$ cat src/rtl/multicycle_controller.sv
// Multicycle RV32I control FSM: sequences the shared ALU, unified memory, IR, PC and
// register file for lw, sw, R-type, I-type ALU, beq and jal.
module multicycle_controller #(
    parameter bit WAIT_MEM = 1'b1
) (
    input  logic       clk,
    input  logic       rst_n,
    input  logic [6:0] op,
    input  logic       zero,
    input  logic       mem_ready,
    output logic       pc_write,
    output logic       adr_src,
    output logic       mem_write,
    output logic       ir_write,
    output logic [1:0] result_src,
    output logic [1:0] alu_src_a,
    output logic [1:0] alu_src_b,
    output logic [1:0] alu_op,
    output logic       reg_write,
    output logic       illegal_instr,
    output logic [3:0] state
);

    // state    | meaning
    // FETCH    | read instruction at PC, PC <= PC+4
    // DECODE   | read registers, branch target into ALUOut
    // MEMADR   | compute load/store address
    // MEMREAD  | read data memory at ALUOut
    // MEMWB    | write loaded data to rd
    // MEMWRITE | write RD2 to memory at ALUOut
    // EXECR    | R-type ALU operation
    // EXECI    | I-type ALU operation
    // ALUWB    | write ALUOut to rd
    // BEQ      | compare, take branch on zero
    // JAL      | PC <= target, ALUOut <= OldPC+4

    typedef enum logic [3:0] {
        S_FETCH    = 4'd0,
        S_DECODE   = 4'd1,
        S_MEMADR   = 4'd2,
        S_MEMREAD  = 4'd3,
        S_MEMWB    = 4'd4,
        S_MEMWRITE = 4'd5,
        S_EXECR    = 4'd6,
        S_EXECI    = 4'd7,
        S_ALUWB    = 4'd8,
        S_BEQ      = 4'd9,
        S_JAL      = 4'd10
    } state_t;

    localparam logic [6:0] OP_LW  = 7'b0000011;
    localparam logic [6:0] OP_SW  = 7'b0100011;
    localparam logic [6:0] OP_R   = 7'b0110011;
    localparam logic [6:0] OP_I   = 7'b0010011;
    localparam logic [6:0] OP_BEQ = 7'b1100011;
    localparam logic [6:0] OP_JAL = 7'b1101111;

    state_t cur_state, nxt_state;
    logic   rdy;
    logic   pc_update, branch;
    logic   ir_en, mem_en, reg_en, illegal;

    assign rdy = mem_ready | (WAIT_MEM == 1'b0);

    always_ff @(posedge clk or negedge rst_n) begin
        if (!rst_n) cur_state <= S_FETCH;
        else        cur_state <= nxt_state;
    end

    always_comb begin
        nxt_state  = S_FETCH;
        adr_src    = 1'b0;
        result_src = 2'b00;
        alu_src_a  = 2'b00;
        alu_src_b  = 2'b00;
        alu_op     = 2'b00;
        pc_update  = 1'b0;
        branch     = 1'b0;
        ir_en      = 1'b0;
        mem_en     = 1'b0;
        reg_en     = 1'b0;
        illegal    = 1'b0;
        case (cur_state)
            S_FETCH: begin
                alu_src_b  = 2'b10;
                result_src = 2'b10;
                ir_en      = rdy;
                pc_update  = rdy;
                nxt_state  = rdy ? S_DECODE : S_FETCH;
            end
            S_DECODE: begin
                alu_src_a = 2'b01;
                alu_src_b = 2'b01;
                case (op)
                    OP_LW, OP_SW: nxt_state = S_MEMADR;
                    OP_R:         nxt_state = S_EXECR;
                    OP_I:         nxt_state = S_EXECI;
                    OP_BEQ:       nxt_state = S_BEQ;
                    OP_JAL:       nxt_state = S_JAL;
                    default: begin
                        nxt_state = S_FETCH;
                        illegal   = 1'b1;
                    end
                endcase
            end
            S_MEMADR: begin
                alu_src_a = 2'b10;
                alu_src_b = 2'b01;
                nxt_state = (op == OP_LW) ? S_MEMREAD : S_MEMWRITE;
            end
            S_MEMREAD: begin
                adr_src   = 1'b1;
                nxt_state = rdy ? S_MEMWB : S_MEMREAD;
            end
            S_MEMWB: begin
                result_src = 2'b01;
                reg_en     = 1'b1;
            end
            S_MEMWRITE: begin
                adr_src   = 1'b1;
                mem_en    = 1'b1;
                nxt_state = rdy ? S_FETCH : S_MEMWRITE;
            end
            S_EXECR: begin
                alu_src_a = 2'b10;
                alu_op    = 2'b10;
                nxt_state = S_ALUWB;
            end
            S_EXECI: begin
                alu_src_a = 2'b10;
                alu_src_b = 2'b01;
                alu_op    = 2'b10;
                nxt_state = S_ALUWB;
            end
            S_ALUWB: begin
                reg_en = 1'b1;
            end
            S_BEQ: begin
                alu_src_a = 2'b10;
                alu_op    = 2'b01;
                branch    = 1'b1;
            end
            S_JAL: begin
                alu_src_a = 2'b01;
                alu_src_b = 2'b10;
                pc_update = 1'b1;
                nxt_state = S_ALUWB;
            end
            default: nxt_state = S_FETCH;
        endcase
    end

    // Enables are gated by rst_n so nothing commits while reset is held.
    assign pc_write      = rst_n & (pc_update | (branch & zero));
    assign ir_write      = rst_n & ir_en;
    assign mem_write     = rst_n & mem_en;
    assign reg_write     = rst_n & reg_en;
    assign illegal_instr = rst_n & illegal;
    assign state         = cur_state;

endmodule

$ cat config.mk
export PLATFORM = sky130hd
export DESIGN_NAME = multicycle_controller
export DESIGN_NICKNAME = d
export VERILOG_FILES = /design/src/rtl/multicycle_controller.sv
export SDC_FILE = /design/constraint.sdc
export NUM_CORES = 1
export LEC_CHECK = 0
export ABC_AREA = 1
export BUFFER_PORTS_ARGS = -buffer_cell sky130_fd_sc_hd__buf_2
export CAP_MARGIN = 30
export CORE_MARGIN = 5
export CORE_UTILIZATION = 40
export DETAILED_ROUTE_END_ITERATION = 16
export PLACE_DENSITY = 0.82
export SYNTH_ARGS = -nofsm -noshare
export SYNTH_HDL_FRONTEND = slang
export SYNTH_SLANG_ARGS = --single-unit
$ cat constraint.sdc
create_clock -name clk -period 1.27 [get_ports clk]
set_input_delay 0.1905 -clock clk [delete_from_list [all_inputs] [get_ports clk]]
set_output_delay 0.1905 -clock clk [all_outputs]
set_load 0.005 [all_outputs]
==> run metrics <==
run status complete, but fails checks; failing checks setup timing; Synth Area in XOR/XNOR 0%; Tmin final ~1.7 ns; IO Count 29; YS warnings 0; share of layout cells above drive strength 1 roughly half; peak supply drop about 0.35 mV; Total Routed Length 1.92 mm; CP Launch Type register; GP Congestion 0.909; clock latency at the later pin of the worst-skew pair 0.23 ns; Post-Syn Area about 520 um2; Worst Path Required about 1.1 ns; Syn Area/Cell between 5 and 6 um2; Max FO, Critical Path 6; post-synthesis sequential area ratio roughly a fifth; unrepaired setup endpoints after global routing true; CTS sink cnt 4; min setup slack post-route -0.402 ns; largest family of logic cells by synthesized area simple AND/OR/NAND/NOR gates; Final period util 132%; CP Capture Type output pin; antenna-violating nets left 0; Inst Count DP between 100 and 150; H-tree levels 1; Worst Setup EP reg_write; Reg2Reg Setup Slack -0.32 ns; Setup-failing EPs final 16; Critical Setup Path Class reg -> out; Reg clk slew, reported paths 0.03 ns; max FFs per register 4; Initial Utilization 41.2%; Routed WL per cell between 10 and 15 um; FF+latch count, synth 4; hold crit path type in -> reg; Slew Limit Fails 0; vias post-DR about 790; die height 46.2 um; first-pass GRT wire length about 2.7 mm; register cell area after layout between 100 and 150 um2; CP arrival around 1.5 ns; Vias/cell 4.91; utilization after layout 69.3%; clock skew 0.00233 ns; Core ar. ~0.0013 mm2; adder-cell share of the synthesized area 0%; GR Overflow Total 0; Syn-to-layout area delta 68.2%; area occupied by multi-input gates roughly 360 um2; vias in the first global route around 670; Port Buffers 28; Die Width roughly 46 um; initial antenna violation count 0; Max Root-Sink Buffers 2; largest net degree at the start of global routing 7; worst r2r src state[0]; worst slew pin tran between 0.2 and 0.3 ns; Synth Area in Compound Gates 8.37%; clock root cell clkbuf_4; die area 0.00213 mm2; Max-Cap Viols 0; Cell Rows 13; count of final hold-check violations 0; multiplexer share of the synthesized area 0%; DR iter-0 viols 23; Lkg Pwr roughly 0.57 nW; Syn Inst Count just under 100; Fill cells between 100 and 150; DRT Pass-1 Iters 4; # nets final between 150 and 200; Post-Synth Simple-Gate Area between 50 and 60%; TNS Setup -3.33 ns; post-synthesis cell type count 17; R2R Path End state[1]; number of cells on the worst reg-to-reg path 10; fin cells 160; Detail Placement HPWL 1.21 mm; DRC errors left 0; f_max roughly 600 MHz; # diodes 0; Inserted Clock Buffers 3; Slew HR approximately 80%; PD cells ~570 mW/mm2; total global-route track usage 16.8%; post-synth net total 109; Critical Path Source state[0]; CTS tree done
power breakdown:
part | switching (mW) | total [mW] | internal [mW]
Combinational | 0.110 | 0.203 | 0.0926
Clock | 0.0446 | 0.150 | 0.105
Sequential | 0.0128 | 0.148 | 0.135
how the worst min path moves through the flow:
stage	startpoint	endpoint	slack [ns]	cells past startpoint
2_1_floorplan	rst_n	state[0]	-0.11	0
3_3_place_gp	rst_n	state[0]	0.03	1
6_report	op[6]	state[2]	0.31	4
4_1_cts	op[6]	state[2]	0.30	4
5_1_grt	op[4]	state[0]	0.33	5
3_5_place_dp	rst_n	state[0]	0.03	1
worst max-delay path, stage by stage, from the launching register on:
cell     delay, ns
dfrtp_2       0.45
buf_4         0.16
nor3_2        0.27
a21oi_1       0.10
nor2_1        0.14
buf_2         0.14
cell usage in the layout (no fill, tap or decap), drive strengths merged:
master       Yosys  final
a21oi            3      3
a31oi            1      1
buf              1     44
clkbuf           0      3
clkinv           1      1
dfrtp            4      4
dlygate4sd3      0      1
inv             21     21
nand2           35     35
nand3            8      8
nor2            19     19
nor3             1      1
o211ai           1      1
o21ai            3      3
layout make-up:
type,count,share of cell area (%)
multi-input cells,71,40.5
repair buffers,45,33.6
flip-flops and latches,4,11.8
inverters,22,9.39
clock buffers,3,2.56
well taps,15,2.13
per-stage QoR:
stage	total power [mW]	area (um2)	setup WS, ns	hold slack [ns]
after floorplan	0.230	523	0.114	-0.105
after global placement	0.302	701	0.00373	0.0306
after detailed placement	0.307	701	-0.0157	0.0307
after CTS	0.479	797	-0.223	0.301
after global routing	0.538	880	-0.456	0.333
final	0.500	880	-0.402	0.305
layer usage:
metal	up-vias	part of all wire (%)	routed length [um]	global-route usage, %
li1	392	-	-	-
met1	360	37	710	17.2
met2	29	54	1040	33.2
met3	4	7.2	139	1.56
met4	0	1.3	25	7.39
met5	-	0	0	0
Yosys cell counts, drive strengths merged:
cell type,n,area (um2)
inv,21,78.8
a31oi,1,6.26
clkinv,1,3.75
nor2,19,98.8
nand3,8,40.0
o211ai,1,7.51
o21ai,3,15.0
nor3,1,10.0
nand2,35,136
a21oi,3,15.0
buf,1,11.3
dfrtp,4,100
repair_timing:
action                                 in CTS  in global routing
resized for setup                          13                  7
pin swaps                                   5                  4
gates cloned                                0                  0
buffers inserted                            4                  8
endpoints found under the hold margin       4                  0
hold buffers                                1                  0
setup endpoints to repair                  14                 17
cell families (layout without fill, tap and decap cells):
family,count (synthesis),count (layout)
and+or+nand+nor,63,63
DFF,4,4
AOI/OAI and AO/OA,8,8
buffers and inverters,23,70
(Power assumes the default switching activity.)
